--- src/rtl/mcdf_pkg.sv ---
// Shared types and default parameters for the MCDF packet arbiter.
package mcdf_pkg;
  localparam int DEF_CH_NUM        = 3;
  localparam int DEF_FIFO_WIDE     = 32;
  localparam int DEF_FIFO_PTR_WIDE = 3;
  localparam int DEF_LEN_WIDE      = 3;
  localparam int PRIO_WIDE         = 2;

  typedef enum logic {
    IDLE = 1'b0,
    XFER = 1'b1
  } state_t;
endpackage

--- src/rtl/mcdf_rr_sel.sv ---
// Combinational selector: lowest priority value wins, ties resolved round-robin
// starting from the channel after last_gnt.
module mcdf_rr_sel
  import mcdf_pkg::*;
#(
  parameter int CH_NUM = DEF_CH_NUM
) (
  input  logic [CH_NUM-1:0]           elig,
  input  logic [PRIO_WIDE*CH_NUM-1:0] prio,
  input  logic [1:0]                  last_gnt,
  output logic                        gnt_valid,
  output logic [1:0]                  gnt
);
  logic [PRIO_WIDE-1:0] best;
  logic                 found;

  always_comb begin
    best      = '1;
    gnt_valid = 1'b0;
    for (int i = 0; i < CH_NUM; i++) begin
      if (elig[i] && (!gnt_valid || prio[i*PRIO_WIDE +: PRIO_WIDE] < best)) begin
        best      = prio[i*PRIO_WIDE +: PRIO_WIDE];
        gnt_valid = 1'b1;
      end
    end

    // walk last_gnt+1, last_gnt+2, ... and take the first channel at the best level
    gnt   = '0;
    found = 1'b0;
    for (int k = 1; k <= CH_NUM; k++) begin
      for (int i = 0; i < CH_NUM; i++) begin
        if (!found && elig[i] && prio[i*PRIO_WIDE +: PRIO_WIDE] == best &&
            ((int'(last_gnt) + k) % CH_NUM) == i) begin
          gnt   = 2'(i);
          found = 1'b1;
        end
      end
    end
  end
endmodule

--- src/rtl/mcdf_arbiter.sv ---
// Shares the formatter port among the slave FIFOs: arbitrates in IDLE, then
// streams one complete fixed-length packet from the granted FIFO in XFER.
module mcdf_arbiter
  import mcdf_pkg::*;
#(
  parameter int CH_NUM        = DEF_CH_NUM,
  parameter int FIFO_WIDE     = DEF_FIFO_WIDE,
  parameter int FIFO_PTR_WIDE = DEF_FIFO_PTR_WIDE,
  parameter int LEN_WIDE      = DEF_LEN_WIDE
) (
  input  logic                              clk,
  input  logic                              rst_n,
  input  logic [CH_NUM-1:0]                 ch_en,
  input  logic [PRIO_WIDE*CH_NUM-1:0]       ch_prio,
  input  logic [LEN_WIDE*CH_NUM-1:0]        ch_len,
  input  logic [(FIFO_PTR_WIDE+1)*CH_NUM-1:0] ch_level,
  input  logic [FIFO_WIDE*CH_NUM-1:0]       ch_data,
  output logic [CH_NUM-1:0]                 ch_pop,
  input  logic                              fmt_ready,
  output logic                              fmt_valid,
  output logic [FIFO_WIDE-1:0]              fmt_data,
  output logic [1:0]                        fmt_chid,
  output logic                              fmt_sop,
  output logic                              fmt_eop,
  output logic                              busy
);
  localparam int LVL_WIDE = FIFO_PTR_WIDE + 1;

  state_t              state, state_nx;
  logic [1:0]          gnt, gnt_nx, last_gnt, last_gnt_nx;
  logic [LEN_WIDE-1:0] word_idx, word_idx_nx, len_cnt, len_cnt_nx;
  logic [CH_NUM-1:0]   elig;
  logic                sel_valid;
  logic [1:0]          sel_gnt;
  logic                xfer_fire;

  // only complete packets are eligible
  always_comb begin
    elig = '0;
    for (int i = 0; i < CH_NUM; i++)
      elig[i] = ch_en[i] &&
                (int'(ch_level[i*LVL_WIDE +: LVL_WIDE]) >= int'(ch_len[i*LEN_WIDE +: LEN_WIDE]) + 1);
  end

  mcdf_rr_sel #(.CH_NUM(CH_NUM)) u_sel (
    .elig      (elig),
    .prio      (ch_prio),
    .last_gnt  (last_gnt),
    .gnt_valid (sel_valid),
    .gnt       (sel_gnt)
  );

  assign fmt_valid = (state == XFER);
  assign busy      = fmt_valid;
  assign fmt_chid  = fmt_valid ? gnt : 2'd0;
  assign fmt_data  = fmt_valid ? ch_data[int'(gnt)*FIFO_WIDE +: FIFO_WIDE] : '0;
  assign fmt_sop   = fmt_valid && (word_idx == '0);
  assign fmt_eop   = fmt_valid && (word_idx == len_cnt);
  // gated by rst_n so a reset edge never consumes a FIFO word
  assign xfer_fire = fmt_valid && fmt_ready && rst_n;

  always_comb begin
    ch_pop = '0;
    for (int i = 0; i < CH_NUM; i++)
      if (xfer_fire && int'(gnt) == i) ch_pop[i] = 1'b1;
  end

  always_comb begin
    state_nx    = state;
    gnt_nx      = gnt;
    last_gnt_nx = last_gnt;
    word_idx_nx = word_idx;
    len_cnt_nx  = len_cnt;
    case (state)
      IDLE: begin
        if (sel_valid) begin
          gnt_nx      = sel_gnt;
          len_cnt_nx  = ch_len[int'(sel_gnt)*LEN_WIDE +: LEN_WIDE];
          word_idx_nx = '0;
          state_nx    = XFER;
        end
      end
      XFER: begin
        if (xfer_fire) begin
          if (word_idx == len_cnt) begin
            last_gnt_nx = gnt;
            word_idx_nx = '0;
            state_nx    = IDLE;
          end else begin
            word_idx_nx = word_idx + 1'b1;
          end
        end
      end
    endcase
  end

  always_ff @(posedge clk) begin
    if (!rst_n) begin
      state    <= IDLE;
      gnt      <= 2'd0;
      last_gnt <= 2'(CH_NUM - 1);
      word_idx <= '0;
      len_cnt  <= '0;
    end else begin
      state    <= state_nx;
      gnt      <= gnt_nx;
      last_gnt <= last_gnt_nx;
      word_idx <= word_idx_nx;
      len_cnt  <= len_cnt_nx;
    end
  end
endmodule

--- config.mk ---
export PLATFORM = sky130hd
export DESIGN_NAME = mcdf_arbiter
export DESIGN_NICKNAME = d
export VERILOG_FILES = /design/src/rtl/mcdf_pkg.sv /design/src/rtl/mcdf_rr_sel.sv /design/src/rtl/mcdf_arbiter.sv
export SDC_FILE = /design/constraint.sdc
export NUM_CORES = 1
export LEC_CHECK = 0
export BUFFER_PORTS_ARGS = -buffer_cell sky130_fd_sc_hd__buf_2
export CORE_MARGIN = 3
export CORE_UTILIZATION = 40
export DETAILED_ROUTE_END_ITERATION = 6
export PLACE_DENSITY = 0.76
export REMOVE_ABC_BUFFERS = 1
export SYNTH_ARGS = -nofsm -noshare
export SYNTH_HDL_FRONTEND = slang
export SYNTH_HIERARCHICAL = 1
export SYNTH_SLANG_ARGS = --single-unit
--- constraint.sdc ---
create_clock -name clk -period 6 [get_ports clk]
set_input_delay 0.3 -clock clk [delete_from_list [all_inputs] [get_ports clk]]
set_output_delay 0.3 -clock clk [all_outputs]
set_load 0.005 [all_outputs]
After elaboration in Yosys (flattened, before gate mapping)
Index checks and enable logic that the tools add are counted.
- $add $sub $neg: 7
- $mul: 1
- eq/ne operators: 14
- bitwise operators: 1
- magnitude comparators: 5
- reduce and logical (&&, ||, !) cells: 58
- multiplexer cells: 35
- div/mod/pow operators: 3
- shift-type cells: 2
- operator list (cell ; number):
    == test 32 x 2 -> 1 bit (second input constant) ; 3
    == test 32 x 3 -> 1 bit (second input constant) ; 3
    zero test 32 bit ; 3
    modulo 32 x 3 -> 32 bit (second input constant) ; 3
    variable part select 96 x 8 -> 32 bit ; 1
    logical AND 1 bit ; 38
    two-way mux 32 bit ; 1
    two-way mux 2 bit ; 11
    two-way mux 1 bit ; 18
    adder 3 x 1 -> 4 bit (second input constant) ; 3
    >= comparator 4 bit ; 3
    zero test 1 bit ; 10
    two-way mux 3 bit ; 3
    variable part select 9 x 5 -> 3 bit ; 1
    adder 2 x 2 -> 3 bit (second input constant) ; 2
    == test 2 bit ; 3
    case mux 3 bit (2 select lines) ; 1
    == test 2 bit (second input constant) ; 2
    < comparator 2 bit ; 2
    multiplier 2 x 2 -> 4 bit (second input constant) ; 1
    AND reduction 2 bit ; 2
    adder 2 x 1 -> 3 bit (second input constant) ; 1
    adder 3 x 1 -> 3 bit (second input constant) ; 1
    == test 3 bit ; 1
    other kinds (8) ; 9
- output and inout port bits: 41
- bits in registers: 11

Depth between registers and ports, before layout
Gate-level depths: netlist (run 1).
- depth in word-level cells: 58
- gate-level depth with buffers: 25

By module
Netlist (run 1), hierarchy kept.
- modules (own cells, without submodules) (module ; seq. area each (um2) ; area an instance (um2) ; instances ; cells an instance):
    mcdf_arbiter ; 220.2 ; 1911.8 ; 1 ; 270
    mcdf_rr_sel ; 0.0 ; 407.9 ; 1 ; 56

Worst setup path after synthesis (run 1)
Ideal clock, no wire load.
- path type: input port to flip-flop
- from: input ch_len[0]
- to: register len_cnt[0]
- path slack: 1.270 ns
- stages: 23
- data arrival time: 4.614 ns
- data required time: 5.884 ns
- library setup time: 0.116 ns
- buffers on the path: 0
- cells stage by stage: ha_1 -> inv_1 -> ha_1 -> a21boi_0 -> o21ai_0 -> a21oi_1 -> inv_1 -> nor2_1 -> ha_1 -> a21o_1 -> o21a_1 -> or2_2 -> ha_1 -> or3b_1 -> a221oi_1 -> o21ai_1 -> o31ai_2 -> xor2_1 -> nor3_1 -> o32ai_1 -> o21ai_0 -> nor2_1 -> nor2_1
- word-level cells in the longest chain between the ends: 58
- RTL lines (element ; line ; RTL):
    start, declared ; mcdf_arbiter.sv:15 ; input logic [LEN_WIDE*CH_NUM-1:0] ch_len,
    adder 3 x 1 -> 4 bit * ; mcdf_arbiter.sv:42 ; (int'(ch_level[i*LVL_WIDE +: LVL_WIDE]) >= int'(ch_len[i*LEN_WIDE +: LEN_WIDE]) + 1);
    >= comparator 4 bit * ; mcdf_arbiter.sv:42 ;
    logical AND 1 bit * ; mcdf_arbiter.sv:41 ; elig[i] = ch_en[i] &&
    named net elig[0] ; mcdf_arbiter.sv:32 ; logic [CH_NUM-1:0] elig;
    two-way mux 2 bit / two-way mux 1 bit (equally long branches) ; mcdf_rr_sel.sv:21 ; if (elig[i] && (!gnt_valid || prio[i*PRIO_WIDE +: PRIO_WIDE] < best)) begin
    < comparator 2 bit / zero test 1 bit (equally long branches) ; mcdf_rr_sel.sv:21 ;
    logical OR 1 bit ; mcdf_rr_sel.sv:21 ;
    logical AND 1 bit ; mcdf_rr_sel.sv:21 ;
    (+40 left out) ; - ;
    logical AND 1 bit (3 in series) ; mcdf_rr_sel.sv:32 ; if (!found && elig[i] && prio[i*PRIO_WIDE +: PRIO_WIDE] == best &&
    two-way mux 1 bit ; mcdf_rr_sel.sv:32 ;
    zero test 1 bit ; mcdf_rr_sel.sv:32 ;
    logical AND 1 bit (3 in series) ; mcdf_rr_sel.sv:32 ;
    two-way mux 2 bit * ; mcdf_rr_sel.sv:32 ;
    named net sel_gnt[0] ; mcdf_arbiter.sv:34 ; logic [1:0] sel_gnt;
    multiplier 2 x 2 -> 4 bit * ; mcdf_arbiter.sv:78 ; len_cnt_nx = ch_len[int'(sel_gnt)*LEN_WIDE +: LEN_WIDE];
    variable part select 9 x 5 -> 3 bit * ; mcdf_arbiter.sv:78 ;
    end signal, assigned ; mcdf_arbiter.sv:109 ; len_cnt <= len_cnt_nx;
    end, declared ; mcdf_arbiter.sv:31 ; logic [LEN_WIDE-1:0] word_idx, word_idx_nx, len_cnt, len_cnt_nx;
The timed path passes the listed nets; every way through them passes the cells marked *.
A chain may end at the register's enable or synchronous reset.

Worst setup path in the final report (run 1)
- from: input ch_len[0]
- to: register len_cnt[2]
The elaborated chain is that of the path after synthesis.

==> run metrics, run 1 <==
status complete, no violations; arrival time worst endpoint between 5 and 6 ns; Final setup viols 0; post-synth top area share 15.97%; DRT Pass-1 Iters 4; CTS tree done; Synth Instances 326; initial antenna violation count 0; post-route ant nets 0; crit-path max FO 8; post-synth top area cell mux2i_1; Rows 27; GP Congestion about 0.90; Mapped Area roughly 2300 µm²; largest net degree at the start of global routing 40; later-pin clock latency in the skew report 0.24 ns; antenna cell count 0; number of global-route vias before repair ~2400; WL final roughly 7300 µm; Setup crit end kind register; utilization after layout a little under three fifths; Lkg Pwr 1.590 nW; Pwr Density 142.0 nW/µm²; Root Buffer clkbuf_8; dominant synthesized flop cell dfxtp_1; yosys warns 6; clk_skew approximately 0.0013 ns; grt total ovfl 0; Vias per Instance about 5.0; Layout area overhead 37.49%; Fin. Hold Viols 0; minimum clock period about 5.2 ns; f_max 193.6 MHz; clk sinks 11; CTS resizes 0; most numerous cell in the Yosys netlist nand2_1; DP HPWL between 5000 and 6000 µm; Worst path top cell family by delay compound AO/OA/AOI/OAI gates; final-stage net count 634; Hold-fix buffers, CTS 0; CP max stage cell o32ai_1; top cells by count, synth nand2_1, mux2i_1, and2_1; gr usage total 19.11%; critical path class input pin to register; layout cells sized above 1 37.68%; EDFF count, synth 0; Via Count about 2800; largest cells by area after synthesis mux2i_1, ha_1, and2_1; Core ar. around 5600 µm²; setup TNS 0 ns; routed length per instance about 13 µm; CP required ~6 ns; Clock Tree Buf Depth 2; Starting Density 41.62%; I/O Pins 170; RSZ-0062 raised after global routing no; Max-cap violations 0; Die ar. 6749 µm²; Synth Area per Inst slightly above 7 µm²; die extent in x 82.16 µm; die outline height 82.16 µm; initial DRC count 89; crit path launch type input pin; Yosys reg bits 11; CTS HTree Levels 1; HP Class input pin to register; Worst Tran Pin Value 1.066 ns; Final Max Slew Viols 0; Worst slew margin slightly below 30%; Setup Fix Bufs, Post-CTS 0; Synth async-reset ratio 0%; Final period util between 80% and 90%; Filler cells 536; I/O Buffers 169; first-pass GRT wire length 10370 µm; worst-path cell chain buf_2 > ha_1 > inv_1 > ha_1 > a21boi_0 > o21ai_0 > a21oi_1 > inv_1 > nor2_1 > ha_1 > a21o_1 > a211oi_1 > or2_2 > ha_1 > nor2_1 > o21ai_0 > o21ai_2 > o31ai_2 > xor2_1 > nor3_1 > o32ai_1 > o21ai_0 > nor2_1 > nor2_1; buffer and inverter count on the worst path 3; Slowest Stage Delay on Critical Path 0.60 ns; DRC Markers 0; Inserted Clock Buffers 3; Netlist cell types 53; sequential share of the synthesized area under 10%; clock slew at reported path FFs about 0.05 ns; Peak VDD IR around 0.000071 V
-- area by class of cell --
type                       count  area, µm²  share of cell area (%)
multi-input combinational    275       1886                   59.12
tap                           72      90.09                   2.825
sequential                    11      221.5                   6.944
clock buffer                   4      45.04                   1.412
inverter                      21      78.83                   2.472
timing repair buffer         172      868.3                   27.23
-- final timing paths --
| kind | startpoint | endpoint | slack, ns | depth (start not counted) |
|---|---|---|---|---|
| worst min-delay path | rst_n | last_gnt[1]$_SDFFE_PN1P_ | 0.34 | 2 |
| worst min register to register | last_gnt[0]$_SDFFE_PN0P_ | last_gnt[0]$_SDFFE_PN0P_ | 0.50 | 2 |
| worst max-delay path | ch_len[0] | len_cnt[2]$_SDFFE_PN0P_ | 0.83 | 24 |
| worst max register to register | last_gnt[0]$_SDFFE_PN0P_ | len_cnt[2]$_SDFFE_PN0P_ | 4.13 | 7 |
-- routing by layer --
layer / global-route usage [%] / part of all wire (%) / vias to the layer above
met3: 1.627 / 7.5 / 10
met4: 7.807 / 2.4 / 0
li1: - / - / 1449
met1: 21.83 / 41 / 1208
met2: 36.11 / 49 / 114
met5: 0 / 0 / -
-- power by group --
group	switching [mW]	internal (mW)	leakage [nW]	total, mW
combinational	0.135	0.143	1.48	0.278
sequential	0.0199	0.0811	0.0904	0.101
clock	0.0269	0.0466	0.0228	0.0735
total	0.182	0.271	1.59	0.453
-- stage by stage --
stage | hold WS [ns] | setup slack [ns] | power, mW | instance area (µm²) | std cells
after global routing | 0.3556 | 0.2127 | 0.4962 | 3189 | 555
after floorplan | 0.3619 | 1.047 | 0.2639 | 2185 | 307
after CTS | 0.3339 | 0.8230 | 0.4570 | 3189 | 555
final | 0.3439 | 0.8344 | 0.4528 | 3189 | 555
after detailed placement | 0.4906 | 0.5800 | 0.3816 | 3144 | 551
after global placement | 0.4707 | 0.7590 | 0.3766 | 3144 | 551
-- cells by family (layout without fill, tap and decap cells) --
kind of cell               Yosys count  in the layout  share of synthesized area [%]
and+or+nand+nor                    128            128                          29.40
AOI/OAI and AO/OA                   79             79                          20.50
buffers and inverters               40            197                          9.224
muxes                               37             37                          15.97
adders and majority gates           21             21                          11.33
DFF                                 11             11                          9.493
xor gates and xnor gates            10             10                          4.099
-- worst register-to-register path: cells and delay by family, from the launching register on --
kind / cells / cell delay [ns]
flops: 1 / 0.36
simple gates: 2 / 0.19
fa+ha+maj: 1 / 0.29
compound gates: 2 / 0.82
buf+inv: 2 / 0.11
-- sequential cells by signal, summed over array words and instances (netlist names) --
| signal | count |
|---|---|
| len_cnt | 3 |
| busy | 1 |
| gnt | 2 |
| word_idx | 3 |
| last_gnt | 2 |
-- placed cells by master, fill, tap and decap left out, types with 4 or more instances in the layout --
cell type,count
a21boi_0,5
a21oi_1,4
and2_1,36
buf_2,169
dfxtp_1,10
ha_1,21
inv_1,21
mux2i_1,37
nand2_1,44
nand3_1,6
nor2_1,14
o21ai_0,29
o21ai_1,21
xnor2_1,5
xor2_1,4
Power figures use the tool's default switching activity.
==> inputs of run 2 (changes only) <==
Settings changed: CORE_UTILIZATION 40 to 42, PLACE_DENSITY 0.76 to 0.8, SKIP_LAST_GASP from default to 1.
==> run metrics, run 2 (synthesis results as in run 1) <==
initial DRC count 71 (was 89); clk_skew 0.0005991 ns (was 0.001292 ns); Slowest Stage Delay on Critical Path 0.49 ns (was 0.60 ns); arrival time worst endpoint 5.36 ns (was 5.29 ns); post-route cell area 3194 µm² (was 3189 µm²); leading cell types in the layout, fill and taps excluded buf_2, nand2_1, mux2i_1 (unchanged); routed length per instance 13.36 µm (was 13.09 µm); Hold-fix buffers, CTS 0 (unchanged); f_max 191.4 MHz (was 193.6 MHz); Worst slew margin 26.58% (was 28.96%); minimum clock period 5.226 ns (was 5.166 ns); Core ar. 5238 µm² (was 5574 µm²); R2R Setup Slk 4.18 ns (was 4.13 ns); layer with the highest usage met2 (unchanged); Worst Tran Pin Value 1.101 ns (was 1.066 ns); Critical Path Stages 26 (was 24); GR Util met1 21.55% (was 21.83%); Vias per Instance 5.186 (was 5.011); setup TNS 0 ns (unchanged); grt total ovfl 0 (unchanged); gr usage total 21.44% (was 19.11%); DRC Markers 0 (unchanged); CTS HTree Levels 1 (unchanged); die extent in x 80.32 µm (was 82.16 µm); Layout area overhead 37.70% (was 37.49%); CTS resizes 0 (unchanged); initial antenna violation count 0 (unchanged); Clock Tree Buf Depth 2 (unchanged); status complete, no violations (unchanged); post-route ant nets 0 (unchanged); Starting Density 44.29% (was 41.62%); I/O Buffers 169 (unchanged); Final setup viols 0 (unchanged); Setup Fix Bufs, Post-CTS 0 (unchanged); die outline height 80.32 µm (was 82.16 µm); most frequent CP cell ha_1; clock slew at reported path FFs 0.05 ns (about the same); Inserted Clock Buffers 3 (unchanged); Lkg Pwr 1.591 nW (was 1.590 nW); antenna cell count 0 (unchanged); RSZ-0062 raised after global routing no (unchanged); Rows 26 (was 27); layout cells sized above 1 37.89% (was 37.68%); CTS tree done (unchanged); Area after DPL 3142 µm² (was 3144 µm²); Worst path top cell family by delay compound AO/OA/AOI/OAI gates (unchanged); largest net degree at the start of global routing 46 (was 40); Worst R2R Path Depth 10 (was 7); WL final 7390 µm (was 7264 µm); Final Max Slew Viols 0 (unchanged); crit path launch type input pin (unchanged); Regs by FF count len_cnt: 3 flops, word_idx: 3 flops (unchanged); Setup crit end kind register (unchanged); Fin. Hold Viols 0 (unchanged); Via Count 2868 (was 2781); Pwr Density 142.1 nW/µm² (was 142.0 nW/µm²); Critical path origin ch_len[0] (unchanged); crit path to len_cnt[1]$_SDFFE_PN0P_ (was len_cnt[2]$_SDFFE_PN0P_); CP max stage cell a21oi_1 (was o32ai_1); worst r2r src last_gnt[0]$_SDFFE_PN0P_ (unchanged); buffer and inverter count on the worst path 4 (was 3); Reg-to-Reg End len_cnt[1]$_SDFFE_PN0P_ (was len_cnt[2]$_SDFFE_PN0P_); Die ar. 6451 µm² (was 6749 µm²); critical path class input pin to register (unchanged); later-pin clock latency in the skew report 0.24 ns (about the same); M3 GR Usage 3.475% (was 1.627%); Filler cells 503 (was 536); HP Class input pin to register (unchanged); Max-cap violations 0 (unchanged); I/O Pins 170 (unchanged); DP HPWL 6051 µm (was 5995 µm); GP Congestion 0.9127 (was 0.8960); Root Buffer clkbuf_8 (unchanged); most common cell after layout, fill and taps aside buf_2 (unchanged); final-stage net count 634 (unchanged); Final period util 87.10% (was 86.09%); Peak VDD IR 0.00008044 V (was 0.00007090 V); DRT Pass-1 Iters 4 (unchanged); number of global-route vias before repair 2693 (was 2361); crit-path max FO 8 (unchanged); first-pass GRT wire length 11450 µm (was 10370 µm); met2 Track Usage GR 42.47% (was 36.11%); CP required 6.13 ns (about the same); clk sinks 11 (unchanged)
-- run 2: changes by cell type in the layout (fill, tap and decap cells not counted) --
| cell | previous run | this run |
|---|---|---|
| o32ai_1 | 1 | 0 |
| o32ai_2 | 0 | 1 |
-- run 2: worst min-delay path by stage --
stage | end | depth (start not counted) | from
detailed placement | last_gnt[0]$_SDFFE_PN0P_ | 2 | last_gnt[0]$_SDFFE_PN0P_
finish | last_gnt[1]$_SDFFE_PN1P_ | 2 | rst_n
global placement | last_gnt[0]$_SDFFE_PN0P_ | 2 | last_gnt[0]$_SDFFE_PN0P_
floorplan | last_gnt[1]$_SDFFE_PN1P_ | 1 | rst_n
global route | last_gnt[1]$_SDFFE_PN1P_ | 2 | rst_n
CTS | last_gnt[1]$_SDFFE_PN1P_ | 2 | rst_n
-- run 2: layer usage --
metal  share of wire, %  vias to the layer above
met5                  0                        -
li1                   -                     1446
met3                8.6                       15
met1                 38                     1282
met4                3.0                        0
met2                 50                      125
-- run 2: where the power goes --
part / internal (mW) / switching, mW / total, mW
sequential: 0.0810 / 0.0178 / 0.0988
clock: 0.0466 / 0.0273 / 0.0739
combinational: 0.144 / 0.138 / 0.281
-- run 2: through the flow --
| step | std cells | hold slack, ns | utilization [%] | power, mW | setup WS (ns) |
|---|---|---|---|---|---|
| after CTS | 553 | 0.3202 | 60.85 | 0.4584 | 0.6899 |
| after detailed placement | 549 | 0.4910 | 59.99 | 0.3819 | 0.4414 |
| final | 553 | 0.3308 | 60.99 | 0.4539 | 0.7742 |
| after global routing | 553 | 0.3358 | 60.99 | 0.4970 | 0.1920 |
| after floorplan | 307 | 0.3619 | - | 0.2639 | 1.047 |
| after global placement | 549 | 0.4721 | 59.99 | 0.3724 | 0.7852 |
-- run 2: cell type report --
cell class,instances,area [µm²],share of cell area (%)
inverter,21,78.83,2.468
sequential,11,221.5,6.933
timing repair buffer,172,868.3,27.18
clock buffer,4,45.04,1.410
tap,70,87.58,2.742
multi-input combinational,275,1893,59.26
==> inputs of run 3 (changes only) <==
Settings changed: ABC_AREA from default to 1, CORE_UTILIZATION 42 to 43.
==> run metrics, run 3 <==
worst r2r src last_gnt[0]$_SDFFE_PN0P_ (unchanged); initial antenna violation count 0 (unchanged); leading cell types in the layout, fill and taps excluded buf_2, nand2_1, nand3_1 (was buf_2, nand2_1, mux2i_1); Worst slew margin 17.32% (was 26.58%); yosys warns 6 (unchanged); WL final 8387 µm (was 7390 µm); arrival time worst endpoint 4.58 ns (was 5.36 ns); Worst R2R Path Depth 14 (was 10); I/O Buffers 169 (unchanged); Yosys reg bits 11 (unchanged); Pwr Density 162.5 nW/µm² (was 142.1 nW/µm²); first-pass GRT wire length 12910 µm (was 11450 µm); Mapped Area 2452 µm² (was 2320 µm²); DRC Markers 0 (unchanged); GP Congestion 0.8992 (was 0.9127); Seq. cell area 220.2 µm² (was 221.5 µm²); most common cell after layout, fill and taps aside buf_2 (unchanged); Core ar. 5303 µm² (was 5238 µm²); Inserted Clock Buffers 3 (unchanged); DP HPWL 6872 µm (was 6051 µm); DRT Pass-1 Iters 5 (was 4); Root Buffer clkbuf_8 (unchanged); setup TNS 0 ns (unchanged); Synth Area per Inst 5.320 µm² (was 7.116 µm²); top cells by count, synth nand2_1, nand3_1, inv_1 (was nand2_1, mux2i_1, and2_1); antenna cell count 0 (unchanged); Via Count 3443 (was 2868); Peak VDD IR 0.00009433 V (was 0.00008044 V); Final period util 74.32% (was 87.10%); Regs by FF count len_cnt: 3 flops, word_idx: 3 flops (unchanged); Rows 26 (unchanged); Filler cells 518 (was 503); clk sinks 11 (unchanged); Synth Instances 461 (was 326); Placed Instances 682 (was 549); Fin. Hold Viols 0 (unchanged); Setup Fix Bufs, Post-CTS 0 (unchanged); Netlist cell types 30 (was 53); Hold Crit Start rst_n (unchanged); CP required 6.12 ns (was 6.13 ns); most frequent CP cell nand2_1 (was ha_1); Die ar. 6646 µm² (was 6451 µm²); die outline height 81.52 µm (was 80.32 µm); dominant synthesized flop cell dfxtp_1 (unchanged); crit path launch type input pin (unchanged); gr usage total 23.43% (was 21.44%); die extent in x 81.52 µm (was 80.32 µm); Starting Density 46.25% (was 44.29%); Layout area overhead 36.17% (was 37.70%); EDFF count, synth 0 (unchanged); sw power 0.2645 mW (was 0.1826 mW); Final Max Slew Viols 0 (unchanged); CP max stage cell or2_2 (was a21oi_1); critical path class input pin to register (unchanged); Hold Crit Depth 2 (unchanged); Worst path top cell family by delay simple AND/OR/NAND/NOR gates (was compound AO/OA/AOI/OAI gates); Vias per Instance 5.019 (was 5.186); sequential power share 16.8% (was 21.8%); Slowest Stage Delay on Critical Path 0.32 ns (was 0.49 ns); crit-path max FO 6 (was 8); power share of the clock group 13.6% (was 16.3%); clock slew at reported path FFs 0.05 ns (about the same); later-pin clock latency in the skew report 0.24 ns (about the same); Cell Int Power 0.2782 mW (was 0.2713 mW); CTS tree done (unchanged); largest cells by area after synthesis nand2_1, nand3_1, inv_1 (was mux2i_1, ha_1, and2_1); Max-cap violations 0 (unchanged); post-synth top area cell nand2_1 (was mux2i_1); grt total ovfl 0 (unchanged); power share of the combinational group 69.6% (was 61.9%); routed length per instance 12.23 µm (was 13.36 µm); switching portion of total power 48.74% (was 40.24%); CTS HTree Levels 1 (unchanged); non-filler instance count after layout 686 (was 553); initial DRC count 159 (was 71); final-stage net count 767 (was 634); post-route ant nets 0 (unchanged); Synth async-reset ratio 0% (unchanged); number of global-route vias before repair 3132 (was 2693); Critical Path Stages 37 (was 26); Critical path origin ch_len[0] (unchanged); Lkg Pwr 2.216 nW (was 1.591 nW); Clock Tree Buf Depth 2 (unchanged); minimum clock period 4.459 ns (was 5.226 ns); Hold-fix buffers, CTS 0 (unchanged); Final setup viols 0 (unchanged); buffer and inverter count on the worst path 6 (was 4); I/O Pins 170 (unchanged); CTS resizes 0 (unchanged); area of the multi-input gates 1809 µm² (was 1893 µm²); status complete, no violations (unchanged); f_max 224.3 MHz (was 191.4 MHz); sequential share of the synthesized area 8.980% (was 9.493%); most numerous cell in the Yosys netlist nand2_1 (unchanged); largest net degree at the start of global routing 40 (was 46); layout cells sized above 1 33.60% (was 37.89%); HP Class input pin to register (unchanged); RSZ-0062 raised after global routing no (unchanged); post-synth top area share 23.27% (was 15.97%); Setup crit end kind register (unchanged); clk_skew 0.003835 ns (was 0.0005991 ns); Worst Tran Pin Value 1.239 ns (was 1.101 ns)
## run 3: cell types whose count changed after synthesis, moves of 10 or more
cell,change
buf_2,+10
nand2_1,+108
mux2i_1,-37
nand2_2,+12
nand3_1,+85
inv_1,+61
o21ai_0,-27
o21ai_1,-18
and2_1,-36
## run 3: worst reg2reg max path, stage by stage, from the launching register on
cell and delay, ns:
dfxtp_1 0.35, inv_1 0.06, ha_1 0.34, nand3_2 0.10, nand2_2 0.06, nor2_2 0.12, nand4_1 0.11, o21bai_1 0.32
inv_1 0.12, nand2_1 0.07, nor2_1 0.05, nand2_1 0.06, nand3_1 0.06, nand2_1 0.06, inv_1 0.03
## run 3: layer usage
| metal | global-route usage [%] | routed length [µm] | vias up |
|---|---|---|---|
| li1 | - | - | 1756 |
| met1 | 25.34 | 3210 | 1531 |
| met2 | 44.54 | 4176 | 138 |
| met3 | 3.838 | 726 | 18 |
| met4 | 9.628 | 274 | 0 |
| met5 | 0 | 0 | - |
## run 3: logic make-up after synthesis
| kind of cell | share of synthesized area, % |
|---|---|
| flip-flops | 8.980 |
| XOR/XNOR | 2.143 |
| adder cells (fa/ha/maj) | 10.71 |
| buffers and inverters | 17.35 |
| AND/OR/NAND/NOR | 55.82 |
| AO/OA/AOI/OAI | 5.000 |
## run 3: path summary, 6_finish.rpt
check / to / slack, ns
worst min-delay path: last_gnt[1]$_SDFFE_PN1P_ / 0.34
worst max-delay path: len_cnt[2]$_SDFFE_PN0P_ / 1.54
worst min register to register: last_gnt[1]$_SDFFE_PN1P_ / 0.50
worst max register to register: len_cnt[0]$_SDFFE_PN0P_ / 3.99
## run 3: layout make-up
type	instances	area share (%)
Clock buffer	3	1.236
Sequential cell	11	6.594
Multi-Input combinational cell	346	54.18
Inverter	84	9.442
Timing Repair Buffer	171	25.78
Tap cell	70	2.623
Clock inverter	1	0.1499
## run 3: metrics by stage
stage	instance area (µm²)	hold WS [ns]	total power, mW	setup slack, ns	utilization, %
finish	3339	0.3424	0.5427	1.541	62.98
floorplan	2342	0.3846	0.3287	1.905	-
detailed placement	3293	0.5011	0.4707	1.329	62.10
CTS	3339	0.3385	0.5474	1.579	62.98
global route	3339	0.3553	0.6037	1.027	62.98
global placement	3293	0.4867	0.4602	1.569	62.10
## run 3: power groups by stage
stage                     Combinational [mW]  Clock, mW  Sequential (mW)
after global routing                   0.431     0.0800           0.0927
final                                  0.378     0.0736           0.0914
after CTS                              0.380     0.0764           0.0912
after floorplan                        0.225          0            0.104
after global placement                 0.368          0           0.0924
after detailed placement               0.378          0           0.0926
